**src/rtl/render_pkg.sv**
```systemverilog
// Shared types for the render front end: colors, triangles, frame-sequencer states.
// The frame sequencer's optional watchdog is enabled with FRAME_SEQ_WATCHDOG_EN.
package render_pkg;

    localparam int FRAME_COUNT_W = 16;

    typedef struct packed {
        logic [3:0] r;
        logic [3:0] g;
        logic [3:0] b;
    } color12_t;

    typedef struct packed {
        logic [9:0] x;
        logic [9:0] y;
    } vertex_t;

    typedef struct packed {
        vertex_t  v0;
        vertex_t  v1;
        vertex_t  v2;
        color12_t color;
    } triangle_t;

    typedef enum logic [2:0] {
        ST_IDLE      = 3'd0,
        ST_FILL_LOAD = 3'd1,
        ST_BEGIN     = 3'd2,
        ST_STREAM    = 3'd3,
        ST_DRAIN     = 3'd4,
        ST_SWAP      = 3'd5,
        ST_DONE      = 3'd6
    } frame_seq_state_t;

endpackage

```
**src/rtl/render_frame_sequencer_if.sv**
```systemverilog
// Bundle of every handshake/bus signal around render_frame_sequencer.
// master = the sequencer's view, slave = host, triangle source, render manager and swap logic.
interface render_frame_sequencer_if;
    import render_pkg::*;

    color12_t                 cmd_fill_color;
    logic [15:0]              cmd_tri_count;
    logic                     cmd_valid;
    logic                     cmd_ready;

    triangle_t                tri_in;
    logic                     tri_in_valid;
    logic                     tri_in_ready;

    color12_t                 rm_fill_color;
    logic                     rm_fill_valid;
    logic                     rm_fill_ready;
    logic                     rm_begin_frame;
    triangle_t                rm_triangle;
    logic                     rm_triangle_valid;
    logic                     rm_triangle_ready;
    logic                     rm_busy;

    logic                     swap_req;
    logic                     swap_ack;

    logic                     frame_done;
    logic [FRAME_COUNT_W-1:0] frame_count;
    logic                     err_timeout;

    modport master (
        input  cmd_fill_color, cmd_tri_count, cmd_valid,
        input  tri_in, tri_in_valid,
        input  rm_fill_ready, rm_triangle_ready, rm_busy, swap_ack,
        output cmd_ready, tri_in_ready,
        output rm_fill_color, rm_fill_valid, rm_begin_frame,
        output rm_triangle, rm_triangle_valid,
        output swap_req, frame_done, frame_count, err_timeout
    );

    modport slave (
        output cmd_fill_color, cmd_tri_count, cmd_valid,
        output tri_in, tri_in_valid,
        output rm_fill_ready, rm_triangle_ready, rm_busy, swap_ack,
        input  cmd_ready, tri_in_ready,
        input  rm_fill_color, rm_fill_valid, rm_begin_frame,
        input  rm_triangle, rm_triangle_valid,
        input  swap_req, frame_done, frame_count, err_timeout
    );

endinterface

```
**src/rtl/frame_watchdog.sv**
```systemverilog
// No-progress watchdog for the frame sequencer; only built with FRAME_SEQ_WATCHDOG_EN.
// Counts cycles while run=1, restarts on clear, and pulses expired on the cycle the
// count reaches TIMEOUT_CYCLES.
`ifdef FRAME_SEQ_WATCHDOG_EN
module frame_watchdog #(
    parameter int TIMEOUT_CYCLES = 2_000_000
) (
    input  logic clk,
    input  logic rst,
    input  logic clear,
    input  logic run,
    output logic expired
);

    localparam logic [31:0] LIMIT = 32'(TIMEOUT_CYCLES - 1);

    logic [31:0] cnt_q, cnt_d;

    // Fire on the TIMEOUT_CYCLES-th uninterrupted running cycle, then start over.
    always_comb begin
        expired = run && !clear && (cnt_q == LIMIT);
        if (clear || !run || expired) begin
            cnt_d = '0;
        end else begin
            cnt_d = cnt_q + 32'd1;
        end
    end

    // Counter register, synchronous active-low reset.
    always_ff @(posedge clk) begin
        if (!rst) begin
            cnt_q <= '0;
        end else begin
            cnt_q <= cnt_d;
        end
    end

endmodule
`endif

```
**src/rtl/render_frame_sequencer.sv**
```systemverilog
// Per-frame controller in front of render_manager: command accept, fill-color load,
// begin_frame pulse, metered triangle pass-through, drain wait, buffer swap, completion.
// Optional no-progress watchdog enabled with FRAME_SEQ_WATCHDOG_EN.
module render_frame_sequencer
    import render_pkg::*;
#(
    parameter int MAX_TRIS    = 4096,
    parameter int DRAIN_QUIET = 2
`ifdef FRAME_SEQ_WATCHDOG_EN
    , parameter int TIMEOUT_CYCLES = 2_000_000
`endif
) (
    input logic                      clk,
    input logic                      rst,
    render_frame_sequencer_if.master bus
);

    localparam int REM_W = $clog2(MAX_TRIS + 1);
    localparam int DQ_W  = $clog2(DRAIN_QUIET + 1);
    localparam logic [REM_W-1:0] MAX_REM = REM_W'(MAX_TRIS);

    localparam logic [2:0] S_IDLE   = 3'(ST_IDLE);
    localparam logic [2:0] S_FILL   = 3'(ST_FILL_LOAD);
    localparam logic [2:0] S_BEGIN  = 3'(ST_BEGIN);
    localparam logic [2:0] S_STREAM = 3'(ST_STREAM);
    localparam logic [2:0] S_DRAIN  = 3'(ST_DRAIN);
    localparam logic [2:0] S_SWAP   = 3'(ST_SWAP);
    localparam logic [2:0] S_DONE   = 3'(ST_DONE);

    logic [2:0]               state_q, state_d, state_nat;
    logic [REM_W-1:0]         remaining_q, remaining_d;
    logic [DQ_W-1:0]          drain_q, drain_d, drain_nat;
    color12_t                 color_q, color_d;
    logic [FRAME_COUNT_W-1:0] frame_count_q, frame_count_d;
    logic                     tri_hs;

    assign tri_hs = (state_q == S_STREAM) && bus.tri_in_valid && bus.rm_triangle_ready;

    // Natural frame progression, before any watchdog override.
    always_comb begin
        state_nat     = state_q;
        remaining_d   = remaining_q;
        drain_nat     = drain_q;
        color_d       = color_q;
        frame_count_d = frame_count_q;
        case (state_q)
            S_IDLE: begin
                if (bus.cmd_valid) begin
                    color_d     = bus.cmd_fill_color;
                    remaining_d = (bus.cmd_tri_count > 16'(MAX_TRIS)) ? MAX_REM
                                                                      : REM_W'(bus.cmd_tri_count);
                    state_nat   = S_FILL;
                end
            end
            S_FILL: begin
                if (bus.rm_fill_ready) state_nat = S_BEGIN;
            end
            S_BEGIN: begin
                state_nat = (remaining_q != '0) ? S_STREAM : S_DRAIN;
            end
            S_STREAM: begin
                if (tri_hs) begin
                    remaining_d = remaining_q - 1'b1;
                    if (remaining_q == REM_W'(1)) state_nat = S_DRAIN;
                end
            end
            S_DRAIN: begin
                if (bus.rm_busy) begin
                    drain_nat = '0;
                end else if (drain_q == DQ_W'(DRAIN_QUIET - 1)) begin
                    drain_nat = '0;
                    state_nat = S_SWAP;
                end else begin
                    drain_nat = drain_q + 1'b1;
                end
            end
            S_SWAP: begin
                if (bus.swap_ack) state_nat = S_DONE;
            end
            S_DONE: begin
                frame_count_d = frame_count_q + 1'b1;
                state_nat     = S_IDLE;
            end
            default: state_nat = S_IDLE;
        endcase
    end

`ifdef FRAME_SEQ_WATCHDOG_EN
    logic err_q, err_d;
    logic wd_expired;
    logic wd_clear;
    logic wd_run;

    // Progress means a triangle moved or the FSM advanced on its own.
    assign wd_clear = tri_hs || (state_nat != state_q);
    assign wd_run   = (state_q == S_STREAM) || (state_q == S_DRAIN) || (state_q == S_SWAP);

    frame_watchdog #(
        .TIMEOUT_CYCLES(TIMEOUT_CYCLES)
    ) u_watchdog (
        .clk    (clk),
        .rst    (rst),
        .clear  (wd_clear),
        .run    (wd_run),
        .expired(wd_expired)
    );

    // A timeout abandons the frame: force the swap, or skip it if already stuck there.
    always_comb begin
        state_d = state_nat;
        err_d   = err_q;
        if (wd_expired) begin
            err_d   = 1'b1;
            state_d = (state_q == S_SWAP) ? S_DONE : S_SWAP;
        end
    end

    // Sticky timeout flag.
    always_ff @(posedge clk) begin
        if (!rst) begin
            err_q <= 1'b0;
        end else begin
            err_q <= err_d;
        end
    end

    assign bus.err_timeout = err_q;
`else
    assign state_d         = state_nat;
    assign bus.err_timeout = 1'b0;
`endif

    // The quiet-cycle count only lives inside DRAIN.
    assign drain_d = (state_d == S_DRAIN) ? drain_nat : '0;

    // Frame state registers, synchronous active-low reset.
    always_ff @(posedge clk) begin
        if (!rst) begin
            state_q       <= S_IDLE;
            remaining_q   <= '0;
            drain_q       <= '0;
            color_q       <= '0;
            frame_count_q <= '0;
        end else begin
            state_q       <= state_d;
            remaining_q   <= remaining_d;
            drain_q       <= drain_d;
            color_q       <= color_d;
            frame_count_q <= frame_count_d;
        end
    end

    // Outputs decode straight from the state; triangles pass through only in STREAM.
    assign bus.cmd_ready         = (state_q == S_IDLE);
    assign bus.rm_fill_color     = color_q;
    assign bus.rm_fill_valid     = (state_q == S_FILL);
    assign bus.rm_begin_frame    = (state_q == S_BEGIN);
    assign bus.rm_triangle       = (state_q == S_STREAM) ? bus.tri_in : '0;
    assign bus.rm_triangle_valid = (state_q == S_STREAM) && bus.tri_in_valid;
    assign bus.tri_in_ready      = (state_q == S_STREAM) && bus.rm_triangle_ready;
    assign bus.swap_req          = (state_q == S_SWAP);
    assign bus.frame_done        = (state_q == S_DONE);
    assign bus.frame_count       = frame_count_q;

endmodule

```
**src/flat_wrapper.sv**
```systemverilog
// flat-port wrapper written by rule: the top's interface ports become plain ports
module render_frame_sequencer_flat import render_pkg::*;
#(
    parameter int MAX_TRIS    = 4096,
    parameter int DRAIN_QUIET = 2

)
  (clk, rst, bus_cmd_fill_color, bus_cmd_tri_count, bus_cmd_valid, bus_tri_in, bus_tri_in_valid, bus_rm_fill_ready, bus_rm_triangle_ready, bus_rm_busy, bus_swap_ack, bus_cmd_ready, bus_tri_in_ready, bus_rm_fill_color, bus_rm_fill_valid, bus_rm_begin_frame, bus_rm_triangle, bus_rm_triangle_valid, bus_swap_req, bus_frame_done, bus_frame_count, bus_err_timeout);
  render_frame_sequencer_if bus_i ();
  input logic clk;
  input logic rst;
  input wire logic [$bits(bus_i.cmd_fill_color)-1:0] bus_cmd_fill_color;
  input wire logic [$bits(bus_i.cmd_tri_count)-1:0] bus_cmd_tri_count;
  input wire logic [$bits(bus_i.cmd_valid)-1:0] bus_cmd_valid;
  input wire logic [$bits(bus_i.tri_in)-1:0] bus_tri_in;
  input wire logic [$bits(bus_i.tri_in_valid)-1:0] bus_tri_in_valid;
  input wire logic [$bits(bus_i.rm_fill_ready)-1:0] bus_rm_fill_ready;
  input wire logic [$bits(bus_i.rm_triangle_ready)-1:0] bus_rm_triangle_ready;
  input wire logic [$bits(bus_i.rm_busy)-1:0] bus_rm_busy;
  input wire logic [$bits(bus_i.swap_ack)-1:0] bus_swap_ack;
  output wire logic [$bits(bus_i.cmd_ready)-1:0] bus_cmd_ready;
  output wire logic [$bits(bus_i.tri_in_ready)-1:0] bus_tri_in_ready;
  output wire logic [$bits(bus_i.rm_fill_color)-1:0] bus_rm_fill_color;
  output wire logic [$bits(bus_i.rm_fill_valid)-1:0] bus_rm_fill_valid;
  output wire logic [$bits(bus_i.rm_begin_frame)-1:0] bus_rm_begin_frame;
  output wire logic [$bits(bus_i.rm_triangle)-1:0] bus_rm_triangle;
  output wire logic [$bits(bus_i.rm_triangle_valid)-1:0] bus_rm_triangle_valid;
  output wire logic [$bits(bus_i.swap_req)-1:0] bus_swap_req;
  output wire logic [$bits(bus_i.frame_done)-1:0] bus_frame_done;
  output wire logic [$bits(bus_i.frame_count)-1:0] bus_frame_count;
  output wire logic [$bits(bus_i.err_timeout)-1:0] bus_err_timeout;
  assign bus_i.cmd_fill_color = bus_cmd_fill_color;
  assign bus_i.cmd_tri_count = bus_cmd_tri_count;
  assign bus_i.cmd_valid = bus_cmd_valid;
  assign bus_i.tri_in = bus_tri_in;
  assign bus_i.tri_in_valid = bus_tri_in_valid;
  assign bus_i.rm_fill_ready = bus_rm_fill_ready;
  assign bus_i.rm_triangle_ready = bus_rm_triangle_ready;
  assign bus_i.rm_busy = bus_rm_busy;
  assign bus_i.swap_ack = bus_swap_ack;
  assign bus_cmd_ready = bus_i.cmd_ready;
  assign bus_tri_in_ready = bus_i.tri_in_ready;
  assign bus_rm_fill_color = bus_i.rm_fill_color;
  assign bus_rm_fill_valid = bus_i.rm_fill_valid;
  assign bus_rm_begin_frame = bus_i.rm_begin_frame;
  assign bus_rm_triangle = bus_i.rm_triangle;
  assign bus_rm_triangle_valid = bus_i.rm_triangle_valid;
  assign bus_swap_req = bus_i.swap_req;
  assign bus_frame_done = bus_i.frame_done;
  assign bus_frame_count = bus_i.frame_count;
  assign bus_err_timeout = bus_i.err_timeout;
  render_frame_sequencer #(.MAX_TRIS(MAX_TRIS), .DRAIN_QUIET(DRAIN_QUIET)) u_core (.clk(clk), .rst(rst), .bus(bus_i));
endmodule
```
**config.mk**
```make
export PLATFORM = sky130hd
export DESIGN_NAME = render_frame_sequencer_flat
export DESIGN_NICKNAME = d
export VERILOG_FILES = /design/src/rtl/render_pkg.sv /design/src/rtl/render_frame_sequencer_if.sv /design/src/rtl/frame_watchdog.sv /design/src/rtl/render_frame_sequencer.sv /design/src/flat_wrapper.sv
export SDC_FILE = /design/constraint.sdc
export NUM_CORES = 1
export LEC_CHECK = 0
export ABC_AREA = 1
export CAP_MARGIN = 40
export CORE_MARGIN = 3
export CORE_UTILIZATION = 39
export DETAILED_ROUTE_END_ITERATION = 6
export PLACE_DENSITY = 0.83
export SLEW_MARGIN = 20
export SYNTH_ARGS = -nofsm -noshare
export SYNTH_HDL_FRONTEND = slang
export SYNTH_SLANG_ARGS = --single-unit
```
**constraint.sdc**
```tcl
create_clock -name clk -period 2.6 [get_ports clk]
set_input_delay 0.52 -clock clk [delete_from_list [all_inputs] [get_ports clk]]
set_output_delay 0.52 -clock clk [all_outputs]
set_load 0.01 [all_outputs]
```
==> key figures <==
Clock network
  – Post-CTS Hold Buffers: 0
  – Clk buf depth: 2
  – CTS Root Cell: clkbuf_8
  – H-Tree Depth: 2
  – Postcts setup bufs: 0
  – Worst-Skew Late Latency: 0.30 ns
  – Clk sinks: 46
  – CTS tree: built
  – Clk slew on worst S/H paths: 0.08 ns
  – Post-CTS sizing: 0
  – Num CTS Buffers: 5

STA
  – Clk_skew: 0.0132 ns
  – Final hold vios: 0
  – Fin crit share: 95.2%
  – Fmax: 404 MHz
  – Min Hold Slack: 0.460 ns
  – Final Max Tran Viols: 0
  – Final setup vio count: 0
  – Tightest Pin Transition: 0.673 ns
  – Tmin final: 2.47 ns
  – Slew margin rel.: 55.1%

Logic synthesis
  – Mean Syn Cell Area: 5.77 µm²
  – Yosys Warn Count: 0
  – Number of distinct library cells after synthesis: 35
  – Post-synth net total: 676
  – Post-Syn Area: 0.00325 mm²
  – Synth Instances: 564
  – Sequential share of the synthesized area: 28.3%
  – FF+latch count, synth: 46

Placement
  – Routability cong.: 0.925
  – Placed instance area: 0.00548 mm²
  – Hpwl dp: 10000 µm
  – Placed cells: 865
  – Port bufs: 214

Finish
  – Layout cells sized above 1: 4.02%
  – Area Overhead vs Synth: 72.5%
  – Number of fill cells: 666
  – Layout Cells excl Fill: 877
  – Final net count: 883
  – Final Cell Area: 0.00561 mm²

Global route
  – Initial antenna violation count: 3
  – GR Overflow Total: 0
  – Gr usage total: 25.0%
  – Busiest layer in global routing: met2
  – Largest net degree at the start of global routing: 34
  – Met1 Resource Use GR: 26.9%
  – Grt met2 use: 48.7%
  – First-pass GRT wire length: 19600 µm
  – Vias in the first global route: 3995
  – M3 GR Usage: 3.37%

Drt
  – DR vias: 4236
  – DRT antenna net count: 0
  – Vias/cell: 4.83
  – Wire per inst: 14.1 µm
  – Drc violations: 0
  – Final wirelength: 12300 µm
  – Total iterations of the first detailed-routing run: 5
  – Drt initial violations: 155

Job
  – Max-Cap Viols: 0

Floorplanning
  – Starting Density: 41.0%
  – Die Wd: 97.3 µm
  – Full die area: 0.00947 mm²
  – Core area: 0.00793 mm²
  – I/O pin count: 216
  – Cell row count: 32
  – Die height: 97.3 µm

Power
  – P_sw: 0.745 mW
  – Pint: 1.45 mW
  – Flop pwr share: 37.1%
  – Clk pwr share: 25.1%
  – Gate power share: 37.8%
  – Peak VDD IR: 0.481 mV
  – Design Power: 2.20 mW
  – Pwr dens: 391 mW/mm²
  – Leakage: 2.53 nW
  – Switching Fraction: 33.9%

Critical path
  – Critical Path Start Type: flop
  – R2R cell count: 9
  – RR Startpoint: u_core.state_q[2]$_SDFF_PN0_
  – Critical-path top delay cell: clkdlybuf4s50_1
  – WP buf/inv: 3
  – Worst-path cell chain: inv_4, nand3_4, buf_12, nor2_1, clkdlybuf4s50_1
  – R2R Setup Slk: 0.59 ns
  – Kind of cell adding the most delay to the critical path: buffers and inverters
  – Critical Path AT: 1.95 ns
  – Max incr delay on CP: 0.55 ns
  – Worst Path Max Fanout: 26
  – CP required: 2.08 ns
  – Crit path capture type: output port
  – Crit Path Category: reg2out
  – Reg2reg end: u_core.remaining_q[11]$_SDFFE_PN0P_

Hold path
  – Hold Crit Class: reg2reg
  – Hold Path Stages: 2
  – Worst Hold End: u_core.drain_q[1]$_SDFFE_PN0P_
  – Worst Hold Launch: u_core.drain_q[1]$_SDFFE_PN0P_

Outcome
  – Status: finished, final reports clean
## synthesized netlist by cell type
master,instances,area share (%)
a31oi_1,3,0.58
nand3_4,1,0.54
buf_2,10,1.5
clkinv_1,1,0.12
nor3_1,7,1.1
clkbuf_1,6,0.69
inv_2,3,0.35
nor3b_2,1,0.38
nor2_4,2,0.69
nand2_2,1,0.19
buf_4,3,0.69
o22ai_1,1,0.19
nand4_1,4,0.77
nor3_4,1,0.50
ha_1,4,1.5
inv_1,119,14
o21ai_0,26,4.0
or2_2,1,0.19
o21ai_1,3,0.46
nand2_1,89,10
nand3_1,49,7.5
dfxtp_1,46,28
o21a_1,1,0.23
xor2_1,6,1.6
buf_1,1,0.12
nand4_4,1,0.65
nor2_1,128,15
or3_1,1,0.19
o21ai_4,1,0.50
conb_1,1,0.12
a21oi_1,37,5.7
nor2_2,1,0.19
buf_6,2,0.69
nand3_2,2,0.62
xnor2_1,1,0.27
## flip-flops by register name, indices dropped and copies added (netlist names)
register                  cells
u_core.bus.frame_count       16
u_core.drain_q                2
u_core.state_q                3
u_core.remaining_q           13
u_core.bus.rm_fill_color     12
## cell usage in the layout, fill, tap and decap left out, types with 2 or more instances in the layout
cell type          n
buf_12             2
o21ai_1            3
a31oi_1            3
clkdlybuf4s50_1  214
nor2_4             2
nand2_1           89
clkbuf_8           5
nand3_2            3
a21oi_1           37
nand4_1            4
nor3_1             7
inv_2              2
dfxtp_1           45
o21ai_0           26
buf_4              5
xor2_1             6
nor2_1           128
diode_2            3
ha_1               4
inv_1            119
nand3_1           49
## how the worst max path moves through the flow
stage                     cells after the start                    startpoint             endpoint
after CTS                                     5  u_core.state_q[2]$_SDFF_PN0_   bus_rm_triangle[3]
after global routing                          5  u_core.state_q[2]$_SDFF_PN0_  bus_rm_triangle[39]
after detailed placement                      4         bus_rm_triangle_ready     bus_tri_in_ready
after global placement                        4         bus_rm_triangle_ready     bus_tri_in_ready
final                                         5  u_core.state_q[2]$_SDFF_PN0_   bus_rm_triangle[3]
after floorplan                               5  u_core.state_q[2]$_SDFF_PN0_  bus_rm_triangle[11]
## metrics by stage
step | setup WS (ns) | TNS, ns | util (%)
2_1_floorplan | 0.965 | 0 | -
3_3_place_gp | 0.254 | 0 | 69.1
3_5_place_dp | 0.263 | 0 | 69.1
4_1_cts | 0.0216 | 0 | 70.5
5_1_grt | -0.00471 | -0.00636 | 70.8
6_report | 0.126 | 0 | 70.8
## cells by family (layout without fill, tap and decap cells)
| group | Yosys count | in the layout | share of synthesized area, % |
|---|---|---|---|
| other | 1 | 4 | 0.115 |
| xor gates and xnor gates | 7 | 7 | 1.88 |
| and+or+nand+nor | 289 | 290 | 38.6 |
| AOI/OAI and AO/OA | 72 | 72 | 11.7 |
| adders and majority gates | 4 | 4 | 1.54 |
| buffers and inverters | 145 | 352 | 17.9 |
| DFF | 46 | 46 | 28.3 |
## power groups by stage
stage / clock network, mW / registers [mW] / logic, mW
finish: 0.550 / 0.815 / 0.831
global route: 0.579 / 0.823 / 0.927
CTS: 0.551 / 0.808 / 0.829
detailed placement: 0 / 0.824 / 0.821
global placement: 0 / 0.821 / 0.799
floorplan: 0 / 0.821 / 0.448
## per-layer routing
metal | wire, µm | share of wire (%)
met5 | 0 | 0
met4 | 438 | 3.6
met3 | 682 | 5.5
met2 | 6680 | 54
met1 | 4540 | 37
## area by class of cell
type,count,area [µm²],area share [%]
Inverter,123,464,8.27
Sequential cell,46,922,16.4
Clock buffer,6,72.6,1.29
Timing Repair Buffer,221,2220,39.6
Clock inverter,2,37.5,0.669
Tap cell,102,128,2.27
Antenna cell,3,7.51,0.134
Multi-Input combinational cell,374,1760,31.4
## worst register-to-register path, cell delays in order (launching register included)
cell and delay, ns:
dfxtp_1 0.50, inv_4 0.13, nand3_4 0.21, buf_12 0.20, inv_2 0.15, nor2_2 0.41, nand3_1 0.16, nand3_1 0.10
nand2_1 0.05, inv_1 0.04
(Power assumes the default switching activity.)
